==> config.mk <==
export PLATFORM = sky130hd
export DESIGN_NAME = rvga_ddr_arbiter_flat
export DESIGN_NICKNAME = d
export VERILOG_FILES = /design/src/rtl/rvga_ddr_arbiter_pkg.sv /design/src/rtl/rvga_ddr_arbiter_if.sv /design/src/rtl/rvga_ddr_arbiter_rr_picker.sv /design/src/rtl/rvga_ddr_arbiter.sv /design/src/flat_wrapper.sv
export SDC_FILE = /design/constraint.sdc
export NUM_CORES = 1
export LEC_CHECK = 0
export ABC_AREA = 1
export CAP_MARGIN = 20
export CORE_AREA = 2 2 537 539
export CTS_BUF_LIST = sky130_fd_sc_hd__clkbuf_4 sky130_fd_sc_hd__clkbuf_8 sky130_fd_sc_hd__clkbuf_16
export CTS_CLUSTER_DIAMETER = 40
export CTS_CLUSTER_SIZE = 12
export DETAILED_ROUTE_END_ITERATION = 10
export DIE_AREA = 0 0 539 541
export PLACE_DENSITY = 0.3
export SLEW_MARGIN = 20
export SYNTH_ARGS = -nofsm -noshare
export SYNTH_HDL_FRONTEND = slang
export SYNTH_SLANG_ARGS = --single-unit
==> constraint.sdc <==
create_clock -name clk -period 1.85 [get_ports clk]
set_input_delay 0.4625 -clock clk [delete_from_list [all_inputs] [get_ports clk]]
set_output_delay 0.4625 -clock clk [all_outputs]
set_load 0.05 [all_outputs]
==> src/rtl/rvga_ddr_arbiter_pkg.sv <==
// ============================================================================
// Module      : rvga_ddr_arbiter_pkg
// Description : Shared types and constants for the L1-to-DDR arbiter.
// Revision    : 1.0 - initial release
// ============================================================================
`default_nettype none

package rvga_ddr_arbiter_pkg;

    // Arbiter transaction FSM states
    typedef enum logic [1:0] {
        IDLE  = 2'd0,
        GRANT = 2'd1,
        DONE  = 2'd2
    } rvga_arb_state_e;

    // Arbitration policy selectors
    localparam int ARB_MODE_RR    = 0;
    localparam int ARB_MODE_FIXED = 1;

    // Width of a client index; never narrower than one bit
    function automatic int idx_width(input int n);
        return (n > 1) ? $clog2(n) : 1;
    endfunction

endpackage

`default_nettype wire

==> src/rtl/rvga_ddr_arbiter_if.sv <==
// ============================================================================
// Module      : rvga_ddr_arbiter_if
// Description : Bundle of the L1-client and DDR-port signals of the arbiter.
//               master = arbiter view, slave = clients + DDR controller view.
// Revision    : 1.0 - initial release
// ============================================================================
`default_nettype none

interface rvga_ddr_arbiter_if #(
    parameter int NUM_CLIENTS = 2,
    parameter int ADDR_W      = 32,
    parameter int LINE_W      = 256
);

    // L1 client side
    logic [NUM_CLIENTS*ADDR_W-1:0] l1_arb_addr;
    logic [NUM_CLIENTS-1:0]        l1_arb_read;
    logic [NUM_CLIENTS-1:0]        l1_arb_write;
    logic [NUM_CLIENTS*LINE_W-1:0] l1_arb_wdata;
    logic [LINE_W-1:0]             arb_l1_rdata;
    logic [NUM_CLIENTS-1:0]        arb_l1_resp;

    // DDR controller side
    logic [ADDR_W-1:0]             arb_ddr_addr;
    logic                          arb_ddr_read;
    logic                          arb_ddr_write;
    logic [LINE_W-1:0]             arb_ddr_wdata;
    logic [LINE_W-1:0]             ddr_arb_rdata;
    logic                          ddr_arb_resp;

    modport master (
        input  l1_arb_addr, l1_arb_read, l1_arb_write, l1_arb_wdata,
        input  ddr_arb_rdata, ddr_arb_resp,
        output arb_l1_rdata, arb_l1_resp,
        output arb_ddr_addr, arb_ddr_read, arb_ddr_write, arb_ddr_wdata
    );

    modport slave (
        output l1_arb_addr, l1_arb_read, l1_arb_write, l1_arb_wdata,
        output ddr_arb_rdata, ddr_arb_resp,
        input  arb_l1_rdata, arb_l1_resp,
        input  arb_ddr_addr, arb_ddr_read, arb_ddr_write, arb_ddr_wdata
    );

endinterface

`default_nettype wire

==> src/rtl/rvga_ddr_arbiter_rr_picker.sv <==
// ============================================================================
// Module      : rvga_ddr_arbiter_rr_picker
// Description : Combinational winner picker. MODE 0 searches upward from the
//               round-robin pointer with wrap; MODE 1 picks the lowest index.
// Revision    : 1.0 - initial release
// ============================================================================
`default_nettype none

module rvga_ddr_arbiter_rr_picker
    import rvga_ddr_arbiter_pkg::*;
#(
    parameter int N    = 2,
    parameter int MODE = ARB_MODE_RR,
    parameter int IW   = idx_width(N)
) (
    input  wire logic [N-1:0]  req_i,
    input  wire logic [IW-1:0] ptr_i,
    output logic      [N-1:0]  gnt_o,
    output logic               valid_o
);

    localparam int IW1 = IW + 1;

    if (MODE == ARB_MODE_FIXED) begin : g_fixed
        logic found;
        logic w_unused_ptr;

        // Pointer has no meaning for fixed priority
        assign w_unused_ptr = ^ptr_i;

        // Lowest requesting index wins
        always_comb begin
            gnt_o = '0;
            found = 1'b0;
            for (int k = 0; k < N; k++) begin
                if (!found && req_i[k]) begin
                    gnt_o[k] = 1'b1;
                    found    = 1'b1;
                end
            end
            valid_o = found;
        end
    end else begin : g_rr
        logic           found;
        logic [IW1-1:0] sum;
        logic [IW-1:0]  idx;

        // First requester at or after the pointer, wrapping past N-1
        always_comb begin
            gnt_o = '0;
            found = 1'b0;
            sum   = '0;
            idx   = '0;
            for (int k = 0; k < N; k++) begin
                sum = {1'b0, ptr_i} + IW1'(k);
                if (sum >= IW1'(N)) begin
                    sum = sum - IW1'(N);
                end
                idx = sum[IW-1:0];
                if (!found && req_i[idx]) begin
                    gnt_o[idx] = 1'b1;
                    found      = 1'b1;
                end
            end
            valid_o = found;
        end
    end

endmodule

`default_nettype wire

==> src/rtl/rvga_ddr_arbiter.sv <==
// ============================================================================
// Module      : rvga_ddr_arbiter
// Description : Merges N per-cache DDR channels onto one DDR port, one whole
//               cacheline transaction in flight at a time.
// Revision    : 1.0 - initial release
// ============================================================================
`default_nettype none

module rvga_ddr_arbiter
    import rvga_ddr_arbiter_pkg::*;
#(
    parameter int NUM_CLIENTS = 2,
    parameter int ADDR_W      = 32,
    parameter int LINE_W      = 256,
    parameter int ARB_MODE    = ARB_MODE_RR
) (
    input wire logic           clk,
    input wire logic           rst,
    rvga_ddr_arbiter_if.master bus
);

    localparam int IW = idx_width(NUM_CLIENTS);

    rvga_arb_state_e          state_q, state_d;

    logic [NUM_CLIENTS-1:0]   req;
    logic [NUM_CLIENTS-1:0]   pick_gnt;
    logic                     pick_valid;

    logic [IW-1:0]            win_idx;
    logic [ADDR_W-1:0]        win_addr;
    logic [LINE_W-1:0]        win_wdata;
    logic                     win_write;

    logic [IW-1:0]            gnt_idx_q;
    logic [ADDR_W-1:0]        addr_q;
    logic [LINE_W-1:0]        wdata_q;
    logic                     write_q;
    logic [LINE_W-1:0]        rdata_q;
    logic [IW-1:0]            ptr_q;

    logic                     latch_en;
    logic                     capture_en;
    logic                     ddr_read;
    logic                     ddr_write;
    logic [NUM_CLIENTS-1:0]   l1_resp;

    assign req = bus.l1_arb_read | bus.l1_arb_write;

    rvga_ddr_arbiter_rr_picker #(
        .N    (NUM_CLIENTS),
        .MODE (ARB_MODE),
        .IW   (IW)
    ) u_picker (
        .req_i   (req),
        .ptr_i   (ptr_q),
        .gnt_o   (pick_gnt),
        .valid_o (pick_valid)
    );

    // Steer the one-hot winner's index, address, op and line; write wins on read+write
    always_comb begin
        win_idx   = '0;
        win_addr  = '0;
        win_wdata = '0;
        win_write = 1'b0;
        for (int i = 0; i < NUM_CLIENTS; i++) begin
            if (pick_gnt[i]) begin
                win_idx   = IW'(i);
                win_addr  = bus.l1_arb_addr[i*ADDR_W +: ADDR_W];
                win_wdata = bus.l1_arb_wdata[i*LINE_W +: LINE_W];
                win_write = bus.l1_arb_write[i];
            end
        end
    end

    // State register
    always_ff @(posedge clk) begin
        if (rst) begin
            state_q <= IDLE;
        end else begin
            state_q <= state_d;
        end
    end

    // Next state and per-state outputs; DDR responses outside GRANT are ignored
    always_comb begin
        state_d    = state_q;
        latch_en   = 1'b0;
        capture_en = 1'b0;
        ddr_read   = 1'b0;
        ddr_write  = 1'b0;
        l1_resp    = '0;
        case (state_q)
            IDLE: begin
                if (pick_valid) begin
                    latch_en = 1'b1;
                    state_d  = GRANT;
                end
            end
            GRANT: begin
                ddr_read  = ~write_q;
                ddr_write = write_q;
                if (bus.ddr_arb_resp) begin
                    capture_en = ~write_q;
                    state_d    = DONE;
                end
            end
            DONE: begin
                l1_resp[gnt_idx_q] = 1'b1;
                state_d            = IDLE;
            end
            default: begin
                state_d = IDLE;
            end
        endcase
    end

    // Transaction registers, read-line capture and round-robin pointer advance
    always_ff @(posedge clk) begin
        if (rst) begin
            gnt_idx_q <= '0;
            addr_q    <= '0;
            wdata_q   <= '0;
            write_q   <= 1'b0;
            rdata_q   <= '0;
            ptr_q     <= '0;
        end else begin
            if (latch_en) begin
                gnt_idx_q <= win_idx;
                addr_q    <= win_addr;
                wdata_q   <= win_wdata;
                write_q   <= win_write;
            end
            if (capture_en) begin
                rdata_q <= bus.ddr_arb_rdata;
            end
            if (state_q == DONE) begin
                ptr_q <= (gnt_idx_q == IW'(NUM_CLIENTS - 1)) ? '0 : gnt_idx_q + IW'(1);
            end
        end
    end

    // Flag a client asserting read and write together while it can be sampled
    always_ff @(posedge clk) begin
        if (!rst && state_q == IDLE) begin
            assert ((bus.l1_arb_read & bus.l1_arb_write) == '0);
        end
    end

    assign bus.arb_l1_rdata  = rdata_q;
    assign bus.arb_l1_resp   = l1_resp;
    assign bus.arb_ddr_addr  = addr_q;
    assign bus.arb_ddr_wdata = wdata_q;
    assign bus.arb_ddr_read  = ddr_read;
    assign bus.arb_ddr_write = ddr_write;

endmodule

`default_nettype wire

==> src/flat_wrapper.sv <==
// flat-port wrapper written by rule: the top's interface ports become plain ports
module rvga_ddr_arbiter_flat import rvga_ddr_arbiter_pkg::*;
#(
    parameter int NUM_CLIENTS = 2,
    parameter int ADDR_W      = 32,
    parameter int LINE_W      = 256,
    parameter int ARB_MODE    = ARB_MODE_RR
)
  (clk, rst, bus_l1_arb_addr, bus_l1_arb_read, bus_l1_arb_write, bus_l1_arb_wdata, bus_ddr_arb_rdata, bus_ddr_arb_resp, bus_arb_l1_rdata, bus_arb_l1_resp, bus_arb_ddr_addr, bus_arb_ddr_read, bus_arb_ddr_write, bus_arb_ddr_wdata);
  rvga_ddr_arbiter_if #(.NUM_CLIENTS(NUM_CLIENTS), .ADDR_W(ADDR_W), .LINE_W(LINE_W)) bus_i ();
  input wire logic clk;
  input wire logic rst;
  input wire logic [$bits(bus_i.l1_arb_addr)-1:0] bus_l1_arb_addr;
  input wire logic [$bits(bus_i.l1_arb_read)-1:0] bus_l1_arb_read;
  input wire logic [$bits(bus_i.l1_arb_write)-1:0] bus_l1_arb_write;
  input wire logic [$bits(bus_i.l1_arb_wdata)-1:0] bus_l1_arb_wdata;
  input wire logic [$bits(bus_i.ddr_arb_rdata)-1:0] bus_ddr_arb_rdata;
  input wire logic [$bits(bus_i.ddr_arb_resp)-1:0] bus_ddr_arb_resp;
  output wire logic [$bits(bus_i.arb_l1_rdata)-1:0] bus_arb_l1_rdata;
  output wire logic [$bits(bus_i.arb_l1_resp)-1:0] bus_arb_l1_resp;
  output wire logic [$bits(bus_i.arb_ddr_addr)-1:0] bus_arb_ddr_addr;
  output wire logic [$bits(bus_i.arb_ddr_read)-1:0] bus_arb_ddr_read;
  output wire logic [$bits(bus_i.arb_ddr_write)-1:0] bus_arb_ddr_write;
  output wire logic [$bits(bus_i.arb_ddr_wdata)-1:0] bus_arb_ddr_wdata;
  assign bus_i.l1_arb_addr = bus_l1_arb_addr;
  assign bus_i.l1_arb_read = bus_l1_arb_read;
  assign bus_i.l1_arb_write = bus_l1_arb_write;
  assign bus_i.l1_arb_wdata = bus_l1_arb_wdata;
  assign bus_i.ddr_arb_rdata = bus_ddr_arb_rdata;
  assign bus_i.ddr_arb_resp = bus_ddr_arb_resp;
  assign bus_arb_l1_rdata = bus_i.arb_l1_rdata;
  assign bus_arb_l1_resp = bus_i.arb_l1_resp;
  assign bus_arb_ddr_addr = bus_i.arb_ddr_addr;
  assign bus_arb_ddr_read = bus_i.arb_ddr_read;
  assign bus_arb_ddr_write = bus_i.arb_ddr_write;
  assign bus_arb_ddr_wdata = bus_i.arb_ddr_wdata;
  rvga_ddr_arbiter #(.NUM_CLIENTS(NUM_CLIENTS), .ADDR_W(ADDR_W), .LINE_W(LINE_W), .ARB_MODE(ARB_MODE)) u_core (.clk(clk), .rst(rst), .bus(bus_i));
endmodule
# --- Word-level counts from Yosys, hierarchy flattened ---
# Index checks and enable logic that the tools add are counted.
totals:
  regBits: 549
  word_cells: 67
  output_inout_bits: 548
  in_bits: 839
classes:
  reduce_logical: 7
  muxes: 34
  n_eq_ne: 4
  n_lt_le_gt_ge: 8
  n_bitwise: 3
  n_addsub: 4
ops:
  columns: ["cell", "n"]
  rows:
  - ["two-way mux 256 bit", 2]
  - ["two-way mux 32 bit", 2]
  - ["two-way mux 1 bit", 21]
  - ["two-way mux 2 bit", 5]
  - ["< comparator 1 x 2 -> 1 bit (second input constant)", 3]
  - ["logical AND 1 bit", 4]
  - ["bitwise OR 2 bit", 2]
  - ["one-hot mux 2 bit (2 select lines)", 1]
  - ["demux 1 bit (select 1 bit)", 3]
  - ["greater-or-equal comparator 1 bit (second input constant)", 3]
  - ["adder 1 x 1 -> 2 bit (second input constant)", 1]
  - ["equality test 2 x 1 -> 1 bit (second input constant)", 1]
  - ["equality test 2 bit (second input constant)", 1]
  - ["greater-or-equal comparator 1 x 2 -> 1 bit (second input constant)", 1]
  - ["greater-or-equal comparator 2 bit (second input constant)", 1]
  - ["zero test 2 bit", 1]
  - ["inequality test 2 x 1 -> 1 bit (second input constant)", 1]
  - ["inequality test 2 bit (second input constant)", 1]
  - ["AND reduction 2 bit", 1]
  - ["subtractor 1 bit (second input constant)", 2]
  - ["adder 1 bit (second input constant)", 1]
  - ["zero test 1 bit", 1]
  - ["inverter 1 bit", 1]

# --- Logic depth before layout (Yosys ltp) ---
# Gate-level depths: netlist of run 1.
depth:
  depth_word: 11
  ltp_mapped: 9
  mapped_depth_nobuf: 7

# --- Modules after synthesis ---
# A second synthesis of run 1 with hierarchy kept.
hier_totals:
  hier_cells: 4799
  hier_area_um2: 27920.5
modules_own_cells:
  columns: ["mod", "cells_per_inst", "area_per_inst_um2", "seq_area_each_um2", "n_inst"]
  rows:
  - ["rvga_ddr_arbiter", 4793, 27895.5, 10990.5, 1]
  - ["rvga_ddr_arbiter_rr_picker", 6, 25.0, 0.0, 1]

# --- Worst setup path before layout of run 1 ---
# Ideal clock, no wire load.
synth_path:
  kind: "register -> register"
  start: "register u_core.state_q[1]"
  end: "register u_core.rdata_q[166], in the netlist u_core.bus.arb_l1_rdata[166]"
  path_stages_with_launch: 10
  slack_ns: 0.114
  setup_ns: 0.064
  n_path_buf: 2
  required_time_ns: 1.786
  t_arrival_ns: 1.672
  synth_period_minus_slack_ns: 1.736
  cell_sequence: "dfxtp_1 inv_1 nand2_1 nor2_2 nand2_1 inv_2 buf_4 buf_4 nor2_1 nor2_1"
synth_via:
  elab_chain_cells: 2
synth_rtl:
  columns: ["element", "line_no", "text"]
  rows:
  - ["start: declaration", "rvga_ddr_arbiter.sv:24", "rvga_arb_state_e state_q, state_d;"]
  - ["start signal: assignment", "rvga_ddr_arbiter.sv:82", "state_q <= state_d;"]
  - ["equality test 2 x 1 -> 1 bit", "rvga_ddr_arbiter.sv:94", "case (state_q)"]
  - ["two-way mux 1 bit", "rvga_ddr_arbiter.sv:94", null]
  - ["end signal: assignment", "rvga_ddr_arbiter.sv:136", "rdata_q <= bus.ddr_arb_rdata;"]
  - ["end: declaration", "rvga_ddr_arbiter.sv:39", "logic [LINE_W-1:0] rdata_q;"]
# Every way passes these cells.
# A chain may end at the register's enable or synchronous reset.

# --- Worst setup path after layout of run 1 ---
layout_path:
  start: "register u_core.state_q[0]"
  end: "output port bus_arb_l1_resp[0]"
layout_via:
  elab_chain_cells: 2
layout_rtl:
  columns: ["element", "line_no", "text"]
  rows:
  - ["equality test 2 bit", "rvga_ddr_arbiter.sv:94", null]
  - ["two-way mux 2 bit", "rvga_ddr_arbiter.sv:94", null]
  - ["end: declaration", "flat_wrapper.sv:20", "output wire logic [$bits(bus_i.arb_l1_resp)-1:0] bus_arb_l1_resp;"]
# Every way passes these cells.

==> results of run 1 <==
## synth_stat cells
| cell type | count | area (µm²) |
|---|---|---|
| nor2_1 | 1381 | 5180 |
| nand2_1 | 584 | 2190 |
| nor2_4 | 1 | 11.3 |
| inv_2 | 2 | 7.51 |
| nand3_1 | 1 | 5.00 |
| dfxtp_1 | 549 | 11000 |
| buf_6 | 25 | 282 |
| clkbuf_1 | 107 | 402 |
| nor3_1 | 2 | 10.0 |
| buf_2 | 111 | 556 |
| nand4_1 | 288 | 1800 |
| a21oi_2 | 1 | 8.76 |
| inv_1 | 294 | 1100 |
| nand2_2 | 1 | 6.26 |
| inv_4 | 1 | 6.26 |
| a21oi_1 | 5 | 25.0 |
| o21ai_0 | 17 | 85.1 |
| buf_1 | 3 | 11.3 |
| o21ai_1 | 241 | 1210 |
| buf_4 | 29 | 218 |
| nor2_2 | 1 | 6.26 |
## state kept, by name, indices dropped and copies added, names as in the netlist
signal,flops
u_core.bus.arb_ddr_addr,32
u_core.bus.arb_ddr_wdata,256
u_core.bus.arb_l1_rdata,256
u_core.gnt_idx_q,1
u_core.ptr_q,1
u_core.state_q,2
u_core.write_q,1
## power breakdown
group	internal (mW)	total (mW)	leakage, nW	switching, mW
Clock	20.9	30.3	2.95	9.39
Combinational	7.40	16.8	16.8	9.43
Sequential	13.1	14.2	4.74	1.11
Total	41.4	61.4	24.5	19.9
## worst max-delay path by stage
| stage | startpoint | to | slack, ns | cells past startpoint |
|---|---|---|---|---|
| 5_1_grt | u_core.state_q[0]$_SDFFE_PP0P_ | bus_arb_l1_resp[0] | -0.42 | 6 |
| 4_1_cts | u_core.state_q[0]$_SDFFE_PP0P_ | bus_arb_l1_resp[0] | -0.45 | 6 |
| 2_1_floorplan | u_core.state_q[1]$_SDFFE_PP0P_ | u_core.bus.arb_l1_rdata[166]$_SDFFE_PP0P_ | 0.11 | 9 |
| 6_report | u_core.state_q[0]$_SDFFE_PP0P_ | bus_arb_l1_resp[0] | -0.33 | 6 |
| 3_3_place_gp | bus_l1_arb_read[1] | u_core.bus.arb_ddr_wdata[156]$_SDFFE_PP0P_ | -0.88 | 10 |
| 3_5_place_dp | bus_l1_arb_read[1] | u_core.bus.arb_ddr_wdata[156]$_SDFFE_PP0P_ | -0.97 | 10 |
## layout make-up
| class | count | share of cell area |
|---|---|---|
| clock inverters | 81 | 0.0184 |
| diodes | 18 | 0.000785 |
| flip-flops and latches | 549 | 0.207 |
| repair buffers | 1746 | 0.373 |
| well taps | 3781 | 0.0824 |
| multi-input cells | 2527 | 0.214 |
| clock buffers | 224 | 0.0843 |
| inverters | 297 | 0.0200 |
## layer usage
metal	track usage	wire, µm
met1	0.149	83400
met2	0.209	97000
met3	0.0608	20900
met4	0.0293	4000
met5	0	467
## logic make-up after synthesis
group / Yosys count
buffers and inverters: 572
AND/OR/NAND/NOR: 2259
flip-flops: 549
AO/OA/AOI/OAI: 264
## worst max-delay path, delay by kind of cell, from the launching register on
family                 cells  cell delay, ns
buffers and inverters      4            0.42
AND/OR/NAND/NOR            2            0.14
flip-flops                 1            0.35
## repair_timing
item / in CTS / in global routing
endpoints found under the setup margin: 591 / 406
gates cloned: 10 / 55
hold endpoints to repair: 0 / 0
gates resized for setup: 1543 / 646
pin swaps: 5 / 212
buffers inserted: 14 / 34
==> run_results.csv, run 1 <==
group,metric,value,unit
pwr,p_per_area,1070,nW/µm²
critical_path,crit_path_top_delay_cell,"dfxtp_4",
synthesis,synth-xor-area-share,0,
placed_design,hpwl,154000,µm
timing,maxSlewViolCount,0,
synthesis,yosys.area_share.simple,0.382,
floorplanning,ioPinCount,1387,
synthesis,syn_area,24100,µm²
placed_design,pre_cts_slack,-0.973,ns
global_routing,grt_max_degree,79,
run_status,violations,"negative setup slack",
critical_path,critical_path.most_common_cell,"buf_6",
critical_path,worstPathRequired,1.39,ns
finish,fin_nets,6129,
detailed_routing,vias,30800,
clock_tree,ctsHoldBuffers,0,
clock_tree,numCtsBuffers,169,
worst_hold_path,holdCritStartpoint,"rst",
synthesis,synth-compound-area-share,0.0549,
critical_path,r2r-end,"u_core.bus.arb_ddr_wdata[126]$_SDFFE_PP0P_",
synthesis,syn-num-nets,4483,
critical_path,r2r_cells,12,
floorplanning,core_region_area,286000,µm²
pwr,p_leak,24.5,nW
synthesis,yosysUniqueCellTypes,21,
synthesis,ys_seq_elements,549,
timing,setup_viol,280,
floorplanning,die_w,539,µm
timing,finalClockSkew,0.0255,ns
detailed_routing,drc,0,
global_routing,track_usage,0.128,
critical_path,reg2reg_from,"u_core.state_q[0]$_SDFFE_PP0P_",
timing,finalHoldViolations,0,
finish,layout.area.seq,11900,µm²
finish,final_cell_mix,"nor2_1, clkdlybuf4s50_1, nand2_1, dfxtp_2, inv_1",
finish,final_common_cell,"nor2_1",
detailed_routing,viasPerCell,3.34,
floorplanning,core.rowCount,197,
worst_hold_path,hold_path_end,"u_core.bus.arb_ddr_wdata[208]$_SDFFE_PP0P_",
timing,tightest_slew,0.517,ns
critical_path,reg2reg_slack,-0.15,ns
finish,final_util,0.200,
synthesis,synth_top_family_by_area,"simple AND/OR/NAND/NOR gates",
global_routing,grt_pass1_wl,263000,µm
detailed_routing,antenna_left,0,
finish,instances_no_fill,9223,
global_routing,grt_pass1_vias,31100,
clock_tree,clock_latency,0.82,ns
timing,fin_setup_tns,-22.79,ns
finish,final_cell_area,57400,µm²
global_routing,antenna_found_initial,69,
flow_run,max_cap_violations,0,
clock_tree,path_clk_slew,0.04,ns
clock_tree,ctsLongestPathBuffers,4,
synthesis,ys_warn_count,0,
placed_design,dp.cells,8796,
critical_path,arrival,1.71,ns
pwr,ir_drop,0.610,mV
finish,fill_cells,31900,
clock_tree,cts_tree,"yes",
synthesis,syn_avg_cell_area,6.62,µm²
placed_design,gp_congestion,0.847,
worst_hold_path,hp-class,"primary input to flip-flop",
critical_path,critPathMaxFanout,4,
synthesis,yosys.area_share.adder,0,
timing,finalCritPeriodShare,1.18,
synthesis,synthesis.instances,3644,
timing,post-route-min-period,2.18,ns
timing,rsz0062_at_grt,"true",
placed_design,io_buffers,1386,
detailed_routing,wl_per_cell,22.3,µm
finish,multi_input_area,12300,µm²
synthesis,synthMuxAreaShare,0,
synthesis,seq_area_frac_synth,0.456,
timing,slew-limit-headroom,0.654,
pwr,finalPower,61.4,mW
critical_path,endpoint_kind,"output pin",
finish,syn_to_final_growth,138,%
critical_path,crit_chain,"buf_6 > inv_4 > nand2_4 > nor2_4 > buf_6 > buf_12",
floorplanning,dieArea,292000,µm²
clock_tree,cts.sinks,549,
clock_tree,htreeDepth,4,
critical_path,critPathKind,"flip-flop to output pin",
timing,hold_slack,0.165,ns
detailed_routing,drtPass1Iterations,7,
critical_path,start_kind,"flip-flop",
timing,fin_ws,-0.327,ns
floorplanning,die_h,541,µm
critical_path,critical_path.max_stage_delay,0.35,ns
clock_tree,cts-root-buf,"clkbuf_16",
run_status,outcome,"complete, but fails checks",
worst_hold_path,whs_path_depth,3,
placed_design,place_area,42800,µm²
detailed_routing,drt_iter0_markers,1380,
floorplanning,start_util,0.0842,
timing,clock.fmax,0.459,GHz
detailed_routing,routed_wl,206000,µm
finish,drive_gt1_frac,0.383,
global_routing,grt-ovfl-total,0,
(Power assumes the default switching activity.)
==> inputs of run 2 (changes only) <==
--- a/config.mk
+++ b/config.mk
@@ -6,6 +6,7 @@
 export NUM_CORES = 1
 export LEC_CHECK = 0
 export ABC_AREA = 1
+export ABC_CLOCK_PERIOD_IN_PS = 1850
 export CAP_MARGIN = 20
 export CORE_AREA = 2 2 537 539
 export CTS_BUF_LIST = sky130_fd_sc_hd__clkbuf_4 sky130_fd_sc_hd__clkbuf_8 sky130_fd_sc_hd__clkbuf_16
==> results of run 2 <==
Same layout as run 1: the final DEF is identical, and so are final timing and power.
